===== src/rtl/axis_red_pitaya_adc_avg.sv =====
// Multi-channel ADC front end: offset-binary decode, 2^N boxcar average, AXI4-Stream master output.
// Optional ADC_RANDOMIZER_EN adds the LTC-style output randomizer decode ahead of stage 1.
module axis_red_pitaya_adc_avg #(
  parameter int unsigned CHANNELS     = 2,
  parameter int unsigned ADC_WIDTH    = 16,
  parameter int unsigned MAX_LOG2_DEC = 8,
  parameter int unsigned CNT_WIDTH    = 16
) (
  input  logic                            aclk,
  input  logic                            aresetn,
  output logic                            adc_csn,
  input  logic [CHANNELS*ADC_WIDTH-1:0]   adc_dat,
  input  logic [3:0]                      cfg_log2_dec,
  input  logic                            cfg_offset_bin,
  input  logic                            m_axis_tready,
  output logic                            m_axis_tvalid,
  output logic [CHANNELS*ADC_WIDTH-1:0]   m_axis_tdata,
  output logic                            sts_overrun,
  output logic [CNT_WIDTH-1:0]            sts_overrun_cnt
);

  localparam int unsigned AccWidth = ADC_WIDTH + MAX_LOG2_DEC;
  localparam int unsigned WinWidth = (MAX_LOG2_DEC > 0) ? MAX_LOG2_DEC : 1;

  logic [CHANNELS*ADC_WIDTH-1:0] smp_d, smp_q;
  logic                          smp_vld_q;
  logic [ADC_WIDTH-1:0]          word;

  logic [3:0]                    nl_cfg, nl_q, nl;
  logic [WinWidth-1:0]           cnt_q, last_cnt;
  logic                          last, new_res;

  logic signed [AccWidth-1:0]    acc_q [CHANNELS];
  logic signed [AccWidth-1:0]    sum_d [CHANNELS];
  logic signed [AccWidth-1:0]    shifted;
  logic [CHANNELS*ADC_WIDTH-1:0] res_d;

  assign adc_csn = 1'b1;

  always_comb begin
    smp_d = '0;
    word  = '0;
    for (int c = 0; c < CHANNELS; c++) begin
      word = adc_dat[c*ADC_WIDTH +: ADC_WIDTH];
`ifdef ADC_RANDOMIZER_EN
      word = word ^ {{(ADC_WIDTH-1){word[0]}}, 1'b0};
`endif
      if (cfg_offset_bin) word[ADC_WIDTH-1] = ~word[ADC_WIDTH-1];
      smp_d[c*ADC_WIDTH +: ADC_WIDTH] = word;
    end
  end

  // Stage 1: smp_vld_q keeps the reset value of smp_q out of the first window.
  always_ff @(posedge aclk or negedge aresetn) begin
    if (!aresetn) begin
      smp_q     <= '0;
      smp_vld_q <= 1'b0;
    end else begin
      smp_q     <= smp_d;
      smp_vld_q <= 1'b1;
    end
  end

  // The window length is sampled only on the first sample of a window.
  always_comb begin
    nl_cfg = ({28'd0, cfg_log2_dec} > MAX_LOG2_DEC) ? 4'(MAX_LOG2_DEC) : cfg_log2_dec;
    nl     = (cnt_q == '0) ? nl_cfg : nl_q;
    last_cnt = '0;
    for (int i = 0; i < WinWidth; i++) last_cnt[i] = (i < int'(nl));
    last    = (cnt_q == last_cnt);
    new_res = smp_vld_q && last;
  end

  always_comb begin
    res_d   = '0;
    shifted = '0;
    for (int c = 0; c < CHANNELS; c++) begin
      sum_d[c] = ((cnt_q == '0) ? AccWidth'(0) : acc_q[c])
               + AccWidth'($signed(smp_q[c*ADC_WIDTH +: ADC_WIDTH]));
      shifted  = sum_d[c] >>> nl;
      res_d[c*ADC_WIDTH +: ADC_WIDTH] = shifted[ADC_WIDTH-1:0];
    end
  end

  always_ff @(posedge aclk or negedge aresetn) begin
    if (!aresetn) begin
      cnt_q <= '0;
      nl_q  <= '0;
      for (int c = 0; c < CHANNELS; c++) acc_q[c] <= '0;
    end else if (smp_vld_q) begin
      if (cnt_q == '0) nl_q <= nl_cfg;
      for (int c = 0; c < CHANNELS; c++) acc_q[c] <= sum_d[c];
      cnt_q <= last ? '0 : cnt_q + WinWidth'(1);
    end
  end

  always_ff @(posedge aclk or negedge aresetn) begin
    if (!aresetn) begin
      m_axis_tvalid   <= 1'b0;
      m_axis_tdata    <= '0;
      sts_overrun     <= 1'b0;
      sts_overrun_cnt <= '0;
    end else if (new_res) begin
      m_axis_tdata  <= res_d;
      m_axis_tvalid <= 1'b1;
      if (m_axis_tvalid && !m_axis_tready) begin
        sts_overrun <= 1'b1;
        if (sts_overrun_cnt != '1) sts_overrun_cnt <= sts_overrun_cnt + CNT_WIDTH'(1);
      end
    end else if (m_axis_tvalid && m_axis_tready) begin
      m_axis_tvalid <= 1'b0;
    end
  end

endmodule


===== config.mk =====
export PLATFORM = sky130hd
export DESIGN_NAME = axis_red_pitaya_adc_avg
export DESIGN_NICKNAME = d
export VERILOG_FILES = /design/src/rtl/axis_red_pitaya_adc_avg.sv
export SDC_FILE = /design/constraint.sdc
export NUM_CORES = 1
export LEC_CHECK = 0
export CORE_UTILIZATION = 55
export CTS_CLUSTER_DIAMETER = 30
export DETAILED_ROUTE_END_ITERATION = 12
export PLACE_DENSITY_LB_ADDON = 0.2
export SYNTH_ARGS = -nofsm -noshare
export SYNTH_HDL_FRONTEND = slang
export SYNTH_SLANG_ARGS = --single-unit

===== constraint.sdc =====
create_clock -name aclk -period 14.4 [get_ports aclk]
set_clock_uncertainty 0.1 [all_clocks]
set_input_delay 2.16 -clock aclk [delete_from_list [all_inputs] [get_ports aclk]]
set_output_delay 2.16 -clock aclk [all_outputs]
set_load 0.05 [all_outputs]

Word level (Yosys, flattened, before mapping) --
Cells that the tools add are included.
Storage, ports and cells: input port bits 40, word-level logic and storage cells 46, bits in read-only memories 0, RAM bits 0, latch bits 0, output and inout port bits 51, register bits 143, memories 0
Cells by class: add/sub/neg operators 4, $lt $le $gt $ge 9, shift operators 2, divide/modulo/power cells 0, multiply operators 0, reduce and logical (&&, ||, !) cells 8, bitwise gates (word level) 2, muxes and demuxes 9, equal/unequal tests 2
Operators with widths (count):
- 24-bit by 16-bit adder with 24-bit output | 2
- 24-bit two-way mux | 2
- 24-bit by 4-bit >>> shifter with 16-bit output | 2
- 16-bit by 1-bit adder with 16-bit output, second input constant | 1
- 3-bit by 4-bit less-than comparator with 1-bit output, first input constant | 4
- 16-bit != test, second input constant | 1
- 8-bit by 1-bit adder with 8-bit output, second input constant | 1
- 8-bit == test | 1
- 8-bit zero test | 1
- 1-bit by 4-bit less-than comparator with 1-bit output, first input constant | 2
- 2-bit by 4-bit less-than comparator with 1-bit output, first input constant | 2
- 4-bit two-way mux | 2
- 8-bit two-way mux | 1
- 4-bit > comparator, second input constant | 1
- 1-bit two-way mux | 4
- 1-bit logical AND | 3
- 3-bit AND reduction | 1
- 1-bit inverter | 2
- 2-bit AND reduction | 1
- 2-bit nonzero test | 1
- 1-bit zero test | 1

Depth between registers and ports, before layout --
word-level depth 7, gate-level depth with buffers 20, gate-level depth less buffers 16

Least setup slack after synthesis --
No wires, ideal clock.
kind register to register, from reg cnt_q[0], to reg m_axis_tdata[26], arrival time 4.459 ns, setup time 0.076 ns, path slack 9.765 ns, data required time 14.224 ns, path buffers 3, period minus slack after synthesis 4.635 ns, cell stages (with the launch flop) 20, cells stage by stage dfrtp_1 inv_1 ha_1 nor3b_1 buf_2 nand2_1 buf_1 clkbuf_1 and2_1 ha_1 fa_1 a21o_1 a221oi_2 o21a_1 nor2_1 a211oi_1 nor2_1 a211o_1 a2111o_1 o21ai_1
On the way: cells in the longest elaborated chain, start to end 5
RTL lines:
- from (decl) | RTL line 30 | logic [WinWidth-1:0] cnt_q, last_cnt;
- from (signal assigned) | RTL line 93 | cnt_q <= last ? '0 : cnt_q + WinWidth'(1);
- parallel branches: the longest is 5 deep, another holds 24-bit by 16-bit adder with 24-bit output
- to (signal assigned) | RTL line 104 | m_axis_tdata <= res_d;
- to (decl) | RTL line 17 | output logic [CHANNELS*ADC_WIDTH-1:0] m_axis_tdata,
Parallel ways; which one is timed is not known. A chain may end at the register's enable or synchronous reset.

Worst setup path in the final report --
from in cfg_log2_dec[3], to reg m_axis_tdata[31]
On the way: cells in the longest elaborated chain, start to end 6
RTL lines:
- from (decl) | RTL line 13 | input logic [3:0] cfg_log2_dec,
- 4-bit > comparator | RTL line 66 | nl_cfg = ({28'd0, cfg_log2_dec} > MAX_LOG2_DEC) ? 4'(MAX_LOG2_DEC) : cfg_log2_dec;
- 4-bit two-way mux (*) | RTL line 66
- 4-bit two-way mux (*)
- 1-bit by 4-bit less-than comparator with 1-bit output, or another cell as far along | RTL line 69 | for (int i = 0; i < WinWidth; i++) last_cnt[i] = (i < int'(nl));
- 8-bit == test | RTL line 70 | last = (cnt_q == last_cnt);
- 1-bit logical AND | RTL line 71 | new_res = smp_vld_q && last;
Every way passes the cells marked *; elsewhere a longest branch is shown, timed or not.

==> impl_metrics.tcl <==
set metrics [dict create \
    setup_viol 0 \
    yosysTopAreaCell "dfrtp_1" \
    grt_pass1_wl_um 52300 \
    die_x_um 143 \
    dp_cells 1590 \
    post-route-min-period_ps 5560 \
    finalNonFillerCells 1622 \
    io_buffers 89 \
    rsz0062_at_grt "no" \
    tns_ps 0 \
    syn2layout_area_growth_pct 14.6 \
    cts.sinks 143 \
    outcome "complete, no violations" \
    worst_pin_slew_ps 1190 \
    ant_nets 0 \
    diodes 0 \
    power_density_nw_per_um2 245 \
    routed_wirelength_um 32500 \
    layout.nets 1435 \
    cts_resized 0 \
    p_leak_nw 5.05 \
    drive_above_1_share_pct 8.55 \
    end_kind "flip-flop" \
    synth_area_per_cell_sq_um 8.35 \
    ios 91 \
    grt_pass1_vias 9661 \
    fp-row-count 51 \
    timing.fmax_ghz 0.180 \
    hpwl_um 23700 \
    maxCapViolCount 0 \
    drv_slew 0 \
    route.vias.total 10466 \
    synth_area_sq_um 10900 \
    wl_per_cell_um 20.0 \
    grt_use_total_pct 33.2 \
    hold_class "flip-flop to flip-flop" \
    postCtsHoldBufs 0 \
    ys_seq_area_share_pct 32.9 \
    grt_start_max_net_pins 85 \
    gp_congestion 0.979 \
    initialDrtViolationCount 970 \
    power_mw 3.05 \
    die_h_um 143 \
    first_pass_iters 6 \
    crit_type "primary input to flip-flop" \
    initial_core_util_pct 56.0 \
    synth-edff-count 0 \
    max_stage_delay_ps 720 \
    crit_top_cell "a211oi_1" \
    cts_tree "done" \
    ys_ff_latch 143 \
    drc 0 \
    hold_viol 0 \
    crit_fanout 20 \
    cp-start-kind "primary input" \
    slew_headroom_pct 19.8 \
    root_buffer "clkbuf_16" \
    netlist.area_leader.share_pct 32.9 \
    vias_per_cell 6.45 \
    required_ps 14610 \
    cts_buffers 17 \
    cpMaxStageDelayCell "a211oi_1" \
    die_area_sq_um 20300 \
    insertion_delay_ps 440 \
    crit_chain "clkdlybuf4s50_1 > nand4b_1 > and2_1 > buf_4 > nand2_1 > o32ai_1 > a211oi_1 > nor2_1 > a211oi_1 > o21ai_0" \
    critPathArrivalTime_ps 5770 \
    ys_top_cells_by_area "dfrtp_1, ha_1, nand2_1" \
    antenna_found_initial 0 \
    post-route-period-util_pct 38.6 \
    vdd_drop_max_v 0.000139 \
    synthArstFlopShare_pct 100 \
    yosys_warnings 0 \
    cts.clk_slew.worst_paths_ps 70 \
    clk_path_buf_depth 2 \
    core_sq_um 19400 \
    cts_max_level 4 \
    final_cell_mix "dfrtp_1, nand2_1, nor2_1" \
    syn_inst 1301 \
    gr-total-overflow 0 \
    synthFlopType "dfrtp_1" \
    synth_cell_types 87 \
    layout_commonest_cell "dfrtp_1" \
    post-cts-setup-buffer-count 0 \
]
[sequential cells by signal, indices dropped and copies added (netlist names)]
name	cells
smp_vld_q	1
nl_q	4
sts_overrun_cnt	16
sts_overrun	1
cnt_q	8
smp_q	32
m_axis_tdata	32
acc_q	48
m_axis_tvalid	1
[per-stage QoR]
stage	util (%)	setup WS [ps]	hold WS (ps)	instance area (sq um)
floorplan	-	9760	342	10900
global route	64.2	8550	399	12500
global placement	61.1	8690	344	11900
finish	64.2	8840	365	12500
detailed placement	61.1	8560	356	11900
CTS	64.2	8980	371	12500
[cell type report]
cell class | instances | area, sq um
Inverter | 20 | 75.1
Fill cell | 1745 | 6940
Tap cell | 265 | 332
Multi-Input combinational cell | 1058 | 6870
Timing Repair Buffer | 104 | 1000
Clock buffer | 17 | 425
Sequential cell | 143 | 3580
Clock inverter | 15 | 174
[layer usage]
metal	routed length, um	GRT usage [%]
met5	0	0
met4	818	10.4
met3	2760	7.17
met2	14200	49.6
met1	14700	47.8
[power breakdown]
group / total, mW / leakage (nW) / internal, mW / switching [mW]
logic: 1.99 / 3.03 / 0.700 / 1.29
clock network: 0.461 / 0.282 / 0.261 / 0.200
registers: 0.607 / 1.74 / 0.523 / 0.0844
total: 3.05 / 5.05 / 1.48 / 1.57
[final timing paths]
kind / to / startpoint / cells after the start / slack [ps]
max in group asynchronous: acc_q[16]$_DFFE_PN0P_ / aresetn / 2 / 11300
setup / recovery: m_axis_tdata[31]$_DFFE_PN0P_ / cfg_log2_dec[3] / 10 / 8840
hold reg to reg: sts_overrun$_DFFE_PN0P_ / sts_overrun$_DFFE_PN0P_ / 1 / 360
setup reg to reg: m_axis_tdata[12]$_DFFE_PN0P_ / cnt_q[0]$_DFFE_PN0P_ / 17 / 8900
min in group asynchronous: cnt_q[3]$_DFFE_PN0P_ / aresetn / 1 / 1640
hold / removal: sts_overrun$_DFFE_PN0P_ / sts_overrun$_DFFE_PN0P_ / 1 / 360
[cell usage after synthesis, drive strengths merged, types with 19 or more instances]
| library cell | number |
|---|---|
| ha | 49 |
| a21o | 20 |
| a211oi | 26 |
| nand4 | 22 |
| inv | 19 |
| dfrtp | 143 |
| mux2i | 20 |
| a21oi | 95 |
| nand2 | 137 |
| buf | 25 |
| nor3 | 42 |
| o211ai | 25 |
| nand3 | 28 |
| xor2 | 24 |
| nor2 | 138 |
| o21ai | 91 |
| mux2 | 35 |
| and2 | 56 |
| xnor2 | 25 |
| clkbuf | 56 |
[kinds of logic after synthesis]
family                   share of synthesized area, %
AND/OR/NAND/NOR                                  23.2
AO/OA/AOI/OAI                                    23.9
flip-flops                                       32.9
buffers and inverters                            4.02
multiplexers                                     5.88
adder cells (fa/ha/maj)                          6.01
XOR/XNOR                                         3.95
other                                          0.0345
[critical path: cells and delay by family]
kind	cells	cell delay, ps
and+or+nand+nor	4	1400
buffers and inverters	2	910
AOI/OAI and AO/OA	4	1270
(Power assumes the default switching activity.)
